`src/rtl/spi_seq_pkg.sv`:
```
// ----------------------------------------------------------------------------
// spi_seq_pkg
// Shared types for the SPI transfer sequencer: FSM state enum, the transfer
// type encodings driven on spi_top's req input, and the completion rule that
// says which done strobes a given transfer type has to see.
// ----------------------------------------------------------------------------
package spi_seq_pkg;

   typedef enum logic [1:0] {
      StIdle,
      StIssue,
      StWaitDone,
      StResp
   } seq_state_e;

   localparam logic [1:0] REQ_NONE   = 2'b00;
   localparam logic [1:0] REQ_M2S    = 2'b01;
   localparam logic [1:0] REQ_S2M    = 2'b10;
   localparam logic [1:0] REQ_DUPLEX = 2'b11;

   // True once every done strobe required by the transfer type has been seen.
   function automatic logic xfer_complete(input logic [1:0] i_typ,
                                          input logic       i_tx,
                                          input logic       i_rx);
      logic w_ok;
      case (i_typ)
         REQ_M2S:    w_ok = i_tx;
         REQ_S2M:    w_ok = i_rx;
         REQ_DUPLEX: w_ok = i_tx & i_rx;
         default:    w_ok = 1'b0;
      endcase
      return w_ok;
   endfunction

endpackage

```
`src/rtl/spi_cmd_fifo.sv`:
```
// ----------------------------------------------------------------------------
// spi_cmd_fifo
// Synchronous FIFO for queued SPI commands. DEPTH must be a power of two so
// the read/write pointers wrap for free.
// Ports:
//   clk, rst            clock, asynchronous active-high reset
//   i_push, i_data      write strobe and entry (ignored when full)
//   i_pop               read strobe (ignored when empty)
//   o_data              head entry
//   o_full, o_empty     status
//   o_count             number of stored entries
// ----------------------------------------------------------------------------
module spi_cmd_fifo #(
   parameter int unsigned WIDTH = 8,
   parameter int unsigned DEPTH = 4
) (
   input  logic                       clk,
   input  logic                       rst,
   input  logic                       i_push,
   input  logic [WIDTH-1:0]           i_data,
   input  logic                       i_pop,
   output logic [WIDTH-1:0]           o_data,
   output logic                       o_full,
   output logic                       o_empty,
   output logic [$clog2(DEPTH):0]     o_count
);

   localparam int unsigned AW = (DEPTH > 1) ? $clog2(DEPTH) : 1;
   localparam int unsigned CW = $clog2(DEPTH) + 1;

   logic [WIDTH-1:0] r_mem [DEPTH];
   logic [AW-1:0]    r_wptr;
   logic [AW-1:0]    r_rptr;
   logic [CW-1:0]    r_count;
   logic             w_push;
   logic             w_pop;

   assign w_push  = i_push && !o_full;
   assign w_pop   = i_pop && !o_empty;
   assign o_full  = (r_count == CW'(DEPTH));
   assign o_empty = (r_count == '0);
   assign o_count = r_count;
   assign o_data  = r_mem[r_rptr];

   // Storage needs no reset; only pointers and count define validity.
   always_ff @(posedge clk) begin
      if (w_push) begin
         r_mem[r_wptr] <= i_data;
      end
   end

   always_ff @(posedge clk or posedge rst) begin
      if (rst) begin
         r_wptr  <= '0;
         r_rptr  <= '0;
         r_count <= '0;
      end else begin
         if (w_push) begin
            r_wptr <= r_wptr + AW'(1);
         end
         if (w_pop) begin
            r_rptr <= r_rptr + AW'(1);
         end
         case ({w_push, w_pop})
            2'b10:   r_count <= r_count + CW'(1);
            2'b01:   r_count <= r_count - CW'(1);
            default: r_count <= r_count;
         endcase
      end
   end

endmodule

```
`src/rtl/spi_xfer_sequencer.sv`:
```
// ----------------------------------------------------------------------------
// spi_xfer_sequencer
// Queues SPI transfer commands and plays them one at a time into spi_top:
// pops a command, pulses req for one cycle, waits for the done strobe(s) the
// transfer type needs (or a timeout), then presents a response until taken.
// Ports:
//   clk, rst                              clock, asynchronous active-high reset
//   cmd_valid/cmd_ready, cmd_req,
//   cmd_wait, cmd_din_m, cmd_din_s        command handshake and payload
//   req, wait_duration,
//   din_master, din_slave                 drive spi_top
//   dout_master, dout_slave,
//   done_tx, done_rx                      results and strobes from spi_top
//   rsp_valid/rsp_ready, rsp_dout_m,
//   rsp_dout_s, rsp_err                   response handshake and payload
//   busy, fifo_count                      status
// ----------------------------------------------------------------------------
module spi_xfer_sequencer
   import spi_seq_pkg::*;
#(
   parameter int unsigned SPI_TRF_BIT = 8,
   parameter int unsigned FIFO_DEPTH  = 4,
   parameter int unsigned TIMEOUT_CYC = 4096
) (
   input  logic                          clk,
   input  logic                          rst,
   input  logic                          cmd_valid,
   output logic                          cmd_ready,
   input  logic [1:0]                    cmd_req,
   input  logic [7:0]                    cmd_wait,
   input  logic [SPI_TRF_BIT-1:0]        cmd_din_m,
   input  logic [SPI_TRF_BIT-1:0]        cmd_din_s,
   output logic [1:0]                    req,
   output logic [7:0]                    wait_duration,
   output logic [SPI_TRF_BIT-1:0]        din_master,
   output logic [SPI_TRF_BIT-1:0]        din_slave,
   input  logic [SPI_TRF_BIT-1:0]        dout_master,
   input  logic [SPI_TRF_BIT-1:0]        dout_slave,
   input  logic                          done_tx,
   input  logic                          done_rx,
   output logic                          rsp_valid,
   input  logic                          rsp_ready,
   output logic [SPI_TRF_BIT-1:0]        rsp_dout_m,
   output logic [SPI_TRF_BIT-1:0]        rsp_dout_s,
   output logic                          rsp_err,
   output logic                          busy,
   output logic [$clog2(FIFO_DEPTH):0]   fifo_count
);

   localparam int unsigned FW = 2 + 8 + 2 * SPI_TRF_BIT;
   localparam int unsigned TW = $clog2(TIMEOUT_CYC + 1);

   seq_state_e              r_state;
   seq_state_e              w_state_nxt;

   logic [FW-1:0]           w_fifo_wdata;
   logic [FW-1:0]           w_fifo_rdata;
   logic                    w_fifo_full;
   logic                    w_fifo_empty;
   logic                    w_push;
   logic                    w_pop;

   logic [1:0]              r_typ;
   logic [7:0]              r_wait;
   logic [SPI_TRF_BIT-1:0]  r_din_m;
   logic [SPI_TRF_BIT-1:0]  r_din_s;
   logic                    r_tx_seen;
   logic                    r_rx_seen;
   logic [TW-1:0]           r_tmo_cnt;
   logic [SPI_TRF_BIT-1:0]  r_rsp_m;
   logic [SPI_TRF_BIT-1:0]  r_rsp_s;
   logic                    r_rsp_err;

   logic                    w_in_wait;
   logic                    w_done;
   logic                    w_tmo;

   // Held low during reset so no command can be taken while rst is high.
   assign cmd_ready    = !w_fifo_full && !rst;
   // No-op commands complete the handshake but are dropped here.
   assign w_push       = cmd_valid && cmd_ready && (cmd_req != REQ_NONE);
   assign w_pop        = (r_state == StIdle) && !w_fifo_empty;
   assign w_fifo_wdata = {cmd_req, cmd_wait, cmd_din_m, cmd_din_s};

   spi_cmd_fifo #(
      .WIDTH (FW),
      .DEPTH (FIFO_DEPTH)
   ) u_fifo (
      .clk     (clk),
      .rst     (rst),
      .i_push  (w_push),
      .i_data  (w_fifo_wdata),
      .i_pop   (w_pop),
      .o_data  (w_fifo_rdata),
      .o_full  (w_fifo_full),
      .o_empty (w_fifo_empty),
      .o_count (fifo_count)
   );

   // A strobe arriving in the completing cycle counts, so same-cycle
   // done_tx/done_rx finish a duplex transfer immediately.
   assign w_in_wait = (r_state == StWaitDone);
   assign w_done    = w_in_wait && xfer_complete(r_typ, r_tx_seen | done_tx,
                                                 r_rx_seen | done_rx);
   assign w_tmo     = w_in_wait && !w_done && (r_tmo_cnt == TW'(TIMEOUT_CYC - 1));

   // State register
   always_ff @(posedge clk or posedge rst) begin
      if (rst) begin
         r_state <= StIdle;
      end else begin
         r_state <= w_state_nxt;
      end
   end

   // Next-state logic
   always_comb begin
      w_state_nxt = r_state;
      case (r_state)
         StIdle:     if (!w_fifo_empty) w_state_nxt = StIssue;
         StIssue:    w_state_nxt = StWaitDone;
         StWaitDone: if (w_done || w_tmo) w_state_nxt = StResp;
         StResp:     if (rsp_ready) w_state_nxt = StIdle;
         default:    w_state_nxt = StIdle;
      endcase
   end

   // Outputs
   always_comb begin
      req           = (r_state == StIssue) ? r_typ : REQ_NONE;
      rsp_valid     = (r_state == StResp);
      busy          = (r_state != StIdle);
      wait_duration = r_wait;
      din_master    = r_din_m;
      din_slave     = r_din_s;
      rsp_dout_m    = r_rsp_m;
      rsp_dout_s    = r_rsp_s;
      rsp_err       = r_rsp_err;
   end

   // Holding registers, sticky done flags, timeout counter, response capture
   always_ff @(posedge clk or posedge rst) begin
      if (rst) begin
         r_typ     <= REQ_NONE;
         r_wait    <= '0;
         r_din_m   <= '0;
         r_din_s   <= '0;
         r_tx_seen <= 1'b0;
         r_rx_seen <= 1'b0;
         r_tmo_cnt <= '0;
         r_rsp_m   <= '0;
         r_rsp_s   <= '0;
         r_rsp_err <= 1'b0;
      end else begin
         if (w_pop) begin
            {r_typ, r_wait, r_din_m, r_din_s} <= w_fifo_rdata;
            r_tx_seen <= 1'b0;
            r_rx_seen <= 1'b0;
            r_tmo_cnt <= '0;
         end else if (w_in_wait) begin
            r_tx_seen <= r_tx_seen | done_tx;
            r_rx_seen <= r_rx_seen | done_rx;
            r_tmo_cnt <= r_tmo_cnt + TW'(1);
         end
         if (w_done) begin
            r_rsp_m   <= dout_master;
            r_rsp_s   <= dout_slave;
            r_rsp_err <= 1'b0;
         end else if (w_tmo) begin
            r_rsp_m   <= '0;
            r_rsp_s   <= '0;
            r_rsp_err <= 1'b1;
         end
      end
   end

endmodule

```
`config.mk`:
```
export PLATFORM = sky130hd
export DESIGN_NAME = spi_xfer_sequencer
export DESIGN_NICKNAME = d
export VERILOG_FILES = /design/src/rtl/spi_seq_pkg.sv /design/src/rtl/spi_cmd_fifo.sv /design/src/rtl/spi_xfer_sequencer.sv
export SDC_FILE = /design/constraint.sdc
export NUM_CORES = 1
export LEC_CHECK = 0
export CORE_UTILIZATION = 48
export CTS_CLUSTER_SIZE = 20
export DETAILED_ROUTE_END_ITERATION = 8
export DONT_BUFFER_PORTS = 1
export HOLD_SLACK_MARGIN = 0.02
export SKIP_CTS_REPAIR_TIMING = 1
export SYNTH_ARGS = -nofsm -noshare
export SYNTH_HDL_FRONTEND = slang
export SYNTH_SLANG_ARGS = --single-unit
export TNS_END_PERCENT = 10
```
`constraint.sdc`:
```
create_clock -name clk -period 2.8 [get_ports clk]
set_clock_uncertainty 0.2 [all_clocks]
set_input_delay 0.14 -clock clk [delete_from_list [all_inputs] [get_ports clk]]
set_output_delay 0.14 -clock clk [all_outputs]
set_load 0.01 [all_outputs]
```
Word level (Yosys, flattened, before mapping)
Memories as Yosys holds them, arrays and structs flattened. A register that Yosys moved wholly into a read port is not among the register bits.
Cells that the tools add are included.
{"block": "word_totals", "output_inout_bits": 49, "mem_bits_rw": 104, "memories": 1, "wordCells": 74, "in_bits": 48, "reg_bits": 41}
{"name": "u_fifo.r_mem", "words": 4, "width": 26, "rd": 1, "rd_ports_with_merged_regs": 1, "write_ports": 1, "line": "spi_cmd_fifo.sv:31", "source": "logic [WIDTH-1:0] r_mem [DEPTH];"}
{"block": "op_classes", "n_bitwise": 3, "addsub": 5, "n_mux": 20, "reduce_logical": 22, "eq_ne": 13}
{"op": "$mux W13", "n": 2}
{"op": "$mux W8", "n": 3}
{"op": "$add A13 B1 Y13 const B", "n": 1}
{"op": "$eq A13 B12 Y1 const B", "n": 1}
{"op": "$eq A2 B2 Y1 const B", "n": 5}
{"op": "$reduce_bool A2 Y1", "n": 5}
{"op": "$logic_and A1 B1 Y1", "n": 9}
{"op": "$mux W1", "n": 8}
{"op": "$mux W2", "n": 4}
{"op": "$pmux W2 S4", "n": 1}
{"op": "$eq A2 B1 Y1 const B", "n": 3}
{"op": "$pmux W3 S2", "n": 1}
{"op": "$add A2 B1 Y2 const B", "n": 2}
{"op": "$logic_not A1 Y1", "n": 4}
{"op": "$ne A2 B1 Y1 const B", "n": 2}
{"op": "$add A3 B1 Y3 const B", "n": 1}
{"op": "$eq A3 B3 Y1 const B", "n": 1}
{"op": "$logic_not A3 Y1", "n": 1}
{"op": "$pmux W1 S3", "n": 1}
{"op": "$reduce_and A3 Y1", "n": 1}
{"op": "$sub A3 B1 Y3 const B", "n": 1}
{"op": "$logic_not A2 Y1", "n": 1}
{"op": "$ne A2 B2 Y1 const B", "n": 1}
{"op": "$or A1 B1 Y1", "n": 2}
{"op": "other kinds (2)", "n": 2}

Logic depth before layout (Yosys ltp)
{"block": "logic_depth", "ltp_word": 10, "ltp_mapped": 12, "depth_no_buf": 10}

By module
A second synthesis with hierarchy kept.
{"block": "hier_totals", "hier_cells": 364, "hier_area_um2": 6754.0}
{"mod": "spi_cmd_fifo", "instances": 1, "area_per_inst_um2": 4230.3, "cells_per_inst": 174, "seq_area_each_um2": 3298.2}
{"mod": "spi_xfer_sequencer", "instances": 1, "area_per_inst_um2": 2523.7, "cells_per_inst": 190, "seq_area_each_um2": 1501.4}

Worst setup path after synthesis
OpenSTA, ideal clock, no wires.
{"block": "synth_path", "path_kind": "register to register", "start": "register r_state[0]", "end": "register u_fifo.r_count[2], in the netlist u_fifo.o_count[2]", "arrival_time_ns": 2.299, "setup_time_ns": 0.079, "period_less_slack_ns": 2.578, "t_required_ns": 2.521, "path_slack_ns": 0.222, "path_stages_with_launch": 13, "path_buffers": 2, "path_cell_list": "dfrtp_1 > inv_1 > ha_1 > nand2b_1 > buf_2 > clkinv_1 > clkbuf_1 > ha_1 > inv_1 > fa_1 > xor2_1 > nor2_1 > xor2_1"}
{"block": "synth_via", "elab_chain_cells": 5, "elab_cells_between_ends": 7, "cone_classes": "eq/ne: 2; mux: 1; reduce/logical: 4"}
{"item": "start, declared", "line": "spi_xfer_sequencer.sv:53", "source": "seq_state_e r_state;"}
{"item": "start signal, assigned", "line": "spi_xfer_sequencer.sv:110", "source": "r_state <= StIdle;"}
{"item": "start signal, assigned", "line": "spi_xfer_sequencer.sv:112", "source": "r_state <= w_state_nxt;"}
{"item": "$logic_not A2 Y1 *", "line": "spi_xfer_sequencer.sv:82", "source": "assign w_pop = (r_state == StIdle) && !w_fifo_empty;"}
{"item": "$logic_and A1 B1 Y1 *", "line": "spi_xfer_sequencer.sv:82"}
{"item": "$logic_and A1 B1 Y1 *", "line": "spi_cmd_fifo.sv:39", "source": "assign w_pop = i_pop && !o_empty;"}
{"item": "via u_fifo.w_pop", "line": "spi_cmd_fifo.sv:36", "source": "logic w_pop;"}
{"item": "$eq A2 B1 Y1 / $eq A2 B2 Y1 (equally long branches)", "line": "spi_cmd_fifo.sv:64", "source": "case ({w_push, w_pop})"}
{"item": "$pmux W3 S2 / $reduce_bool A2 Y1 (equally long branches)"}
{"item": "end signal, assigned", "line": "spi_cmd_fifo.sv:65", "source": "2'b10: r_count <= r_count + CW'(1);"}
{"item": "end signal, assigned", "line": "spi_cmd_fifo.sv:66", "source": "2'b01: r_count <= r_count - CW'(1);"}
{"item": "end signal, assigned", "line": "spi_cmd_fifo.sv:67", "source": "default: r_count <= r_count;"}
{"item": "end, declared", "line": "spi_cmd_fifo.sv:34", "source": "logic [CW-1:0] r_count;"}
Mark *: on every way through the listed nets, which the timed path passes. The rest lies on a longest branch.
A chain may end at the register's enable or synchronous reset.

Final worst setup path
{"block": "layout_path", "start": "register r_state[0]", "end": "register r_state[1]"}
{"block": "layout_via", "elab_chain_cells": 8, "elab_cells_between_ends": 14, "cone_classes": "eq/ne: 6; mux: 1; reduce/logical: 7"}
{"item": "$eq A2 B2 Y1", "line": "spi_xfer_sequencer.sv:102, spi_xfer_sequencer.sv:119"}
{"item": "$logic_and A1 B1 Y1", "line": "spi_xfer_sequencer.sv:103", "source": "assign w_done = w_in_wait && xfer_complete(r_typ, r_tx_seen | done_tx,"}
{"item": "$logic_not A1 Y1", "line": "spi_xfer_sequencer.sv:105", "source": "assign w_tmo = w_in_wait && !w_done && (r_tmo_cnt == TW'(TIMEOUT_CYC - 1));"}
{"item": "$logic_and A1 B1 Y1 (2 in series)", "line": "spi_xfer_sequencer.sv:105"}
{"item": "$logic_or A1 B1 Y1", "line": "spi_xfer_sequencer.sv:122", "source": "StWaitDone: if (w_done || w_tmo) w_state_nxt = StResp;"}
{"item": "$ne A2 B1 Y1 (no line)"}
{"item": "$reduce_and A3 Y1 (no line)"}
Parallel ways exist; a longest one is shown, timed or not.

==> impl_metrics.ini <==
[layout]
diodes = 0
finalNetCount = 540
area_growth_syn_to_layout_pct = 18.8
layout_commonest_cell = edfxtp_1
drive_gt1_share_pct = 14.8
fin_util_pct = 59.2
n_fill_cell = 1052
layout.cells.non_filler = 669
mostFrequentLayoutCells = 104 x edfxtp_1, 84 x nand2_1, 66 x dfrtp_1

[cts]
htree_levels = 4
clockBufferDepth = 2
numClockSinks = 171
path_clk_slew_ns = 0.06
clock-root-buffer = clkbuf_16
cts_tree = built
cts_buffers = 17
clk_latency_ns = 0.42

[critical_path]
path_class = flop to flop
worst-path-max-fanout = 10
crit_required_ns = 2.91
startpoint_type = flop
end_kind = flop
critPathArrivalTime_ns = 2.45

[detailed_routing]
viasPerCell = 5.34
dr_total_vias = 3575
dr.pass1.iters = 4
drc_errors = 0
ant_nets = 0
first_iter_violations = 228
routedWlPerCell_um = 18.7
wirelength_mm = 12.5

[power]
power.density_nw_per_um2 = 679
leakagePower_nw = 3.10
power.total_mw = 5.40
ir_drop_mv = 0.501

[placed_design]
dp_slack_ns = 0.423
place_congestion = 0.759
portBuffers = 0
hpwl_mm = 7.39
place_inst = 589

[sta]
max_slew_margin_pct = 58.6
min_period_ns = 2.34
setup_viol = 0
worst_slew_pin_slew_ns = 0.619
fin_crit_sh_pct = 83.6
slew_viol_final = 0
rsz0062_at_grt = false
hold_violations = 0
timing.final.ws_setup_ns = 0.460
fmax_mhz = 427
tns_ns = 0

[global_route]
grt_usage_pct = 18.6
grt_max_degree = 56
grt_antenna_before_repair = 0
grt_pass1_vias = 3630
gr-total-overflow = 0
grt_pass1_wl_mm = 19.4

[synthesis]
synth_nets = 477
yosysWarnings = 0
syn_area_sq_um = 6700
synth.avg_cell_area_sq_um = 16.1
syn_inst = 417
ys_seq_area_share_pct = 71.6
synth_cell_types = 46
ys_ff_latch = 171

[floorplan]
dieArea_sq_um = 14400
die_h_um = 120
die_x_um = 120
num_rows = 42
core_area_sq_um = 13500
start_util_pct = 49.8
io_pins = 97

[worst_hold_path]
hp-class = input port to asynchronous set/reset pin

[flow_run]
maxCapViolCount = 0

[outcome]
run_status = completed
-- area by class of cell --
| type | instances | area, sq um | area share (%) |
|---|---|---|---|
| Timing Repair Buffer | 61 | 591 | 7.42 |
| Multi-Input combinational cell | 218 | 1770 | 22.3 |
| Tap cell | 176 | 220 | 2.77 |
| Sequential cell | 171 | 4800 | 60.3 |
| Clock buffer | 25 | 465 | 5.85 |
| Clock inverter | 7 | 66.3 | 0.833 |
| Inverter | 11 | 41.3 | 0.519 |
-- report_power, final --
| group | switching [mW] | internal, mW |
|---|---|---|
| Clock | 0.901 | 1.24 |
| Combinational | 0.190 | 0.144 |
| Sequential | 0.0730 | 2.85 |
-- critical path, stage by stage (launching register included) --
cell and delay, ns:
dfrtp_1 0.39, inv_1 0.13, ha_1 0.40, nand4_2 0.29
nor4_4 0.33, o21ai_1 0.16, mux2_1 0.33
-- metal layers --
layer | global-route usage (%) | vias to the layer above | routed length (um)
met5 | 0 | - | 0
met4 | 7.97 | 0 | 202
met3 | 5.94 | 18 | 626
met2 | 30.5 | 99 | 6250
met1 | 22.5 | 1810 | 5440
li1 | - | 1648 | -
-- path summary, 6_finish.rpt --
| kind | cells past startpoint | slack (ns) | start | to |
|---|---|---|---|---|
| setup / recovery | 6 | 0.46 | r_state[0]$_DFFE_PP0P_ | r_state[1]$_DFFE_PP0P_ |
| hold / removal | 3 | 0.11 | rst | din_master[0]$_DFFE_PP0N_ |
| setup reg to reg | 6 | 0.46 | r_state[0]$_DFFE_PP0P_ | r_state[1]$_DFFE_PP0P_ |
| hold reg to reg | 2 | 0.31 | r_rx_seen$_DFFE_PP0P_ | r_rx_seen$_DFFE_PP0P_ |
| max in group asynchronous | 3 | 1.30 | rst | din_master[7]$_DFFE_PP0N_ |
| min in group clk | 4 | 0.13 | done_rx | r_state[1]$_DFFE_PP0P_ |
-- sequential cells by signal, indices dropped and copies added (netlist names), 3 cells and up --
signal / flops
u_fifo.r_mem: 104
r_tmo_cnt: 13
din_master: 8
din_slave: 8
rsp_dout_m: 8
rsp_dout_s: 8
wait_duration: 8
u_fifo.o_count: 3
-- logic make-up after synthesis --
| logic type | Yosys count | synth area share [%] |
|---|---|---|
| DFF | 171 | 71.6 |
| and+or+nand+nor | 130 | 9.28 |
| AOI/OAI and AO/OA | 32 | 3.66 |
| muxes | 29 | 9.22 |
| buffers and inverters | 28 | 1.90 |
| xor gates and xnor gates | 15 | 1.96 |
| adders and majority gates | 12 | 2.35 |
-- metrics by stage --
stage                     area (sq um)  hold slack, ns
after detailed placement          6950          -0.183
after global routing              7960           0.139
after global placement            6950          -0.190
after floorplan                   6700          0.0389
final                             7960           0.114
after CTS                         7480          -0.642
-- cells in the mapped netlist, drive strengths merged --
library cell / instances / area (sq um)
o21ai: 4 / 20.0
ha: 11 / 138
xnor2: 8 / 70.1
o211a: 1 / 10.0
buf: 9 / 56.3
nor4b: 1 / 23.8
nand3b: 1 / 7.51
fa: 1 / 20.0
a21oi: 7 / 46.3
and2: 6 / 37.5
a22o: 16 / 140
a22oi: 1 / 7.51
o31ai: 2 / 15.0
nor2b: 1 / 6.26
nor3b: 2 / 15.0
or4: 1 / 7.51
clkinv: 1 / 3.75
inv: 10 / 37.5
nand2: 84 / 315
and3: 1 / 7.51
and4: 2 / 18.8
dfrtp: 67 / 1680
mux2: 2 / 22.5
nor4: 2 / 27.5
nand2b: 1 / 6.26
nor2: 17 / 63.8
xor2: 7 / 61.3
nand4: 3 / 40.0
nand3: 3 / 15.0
or3: 3 / 20.0
clkbuf: 8 / 30.0
edfxtp: 104 / 3120
mux2i: 1 / 10.0
mux4: 26 / 586
a31oi: 1 / 6.26
nor3: 2 / 10.0
Power figures use the tool's default switching activity.
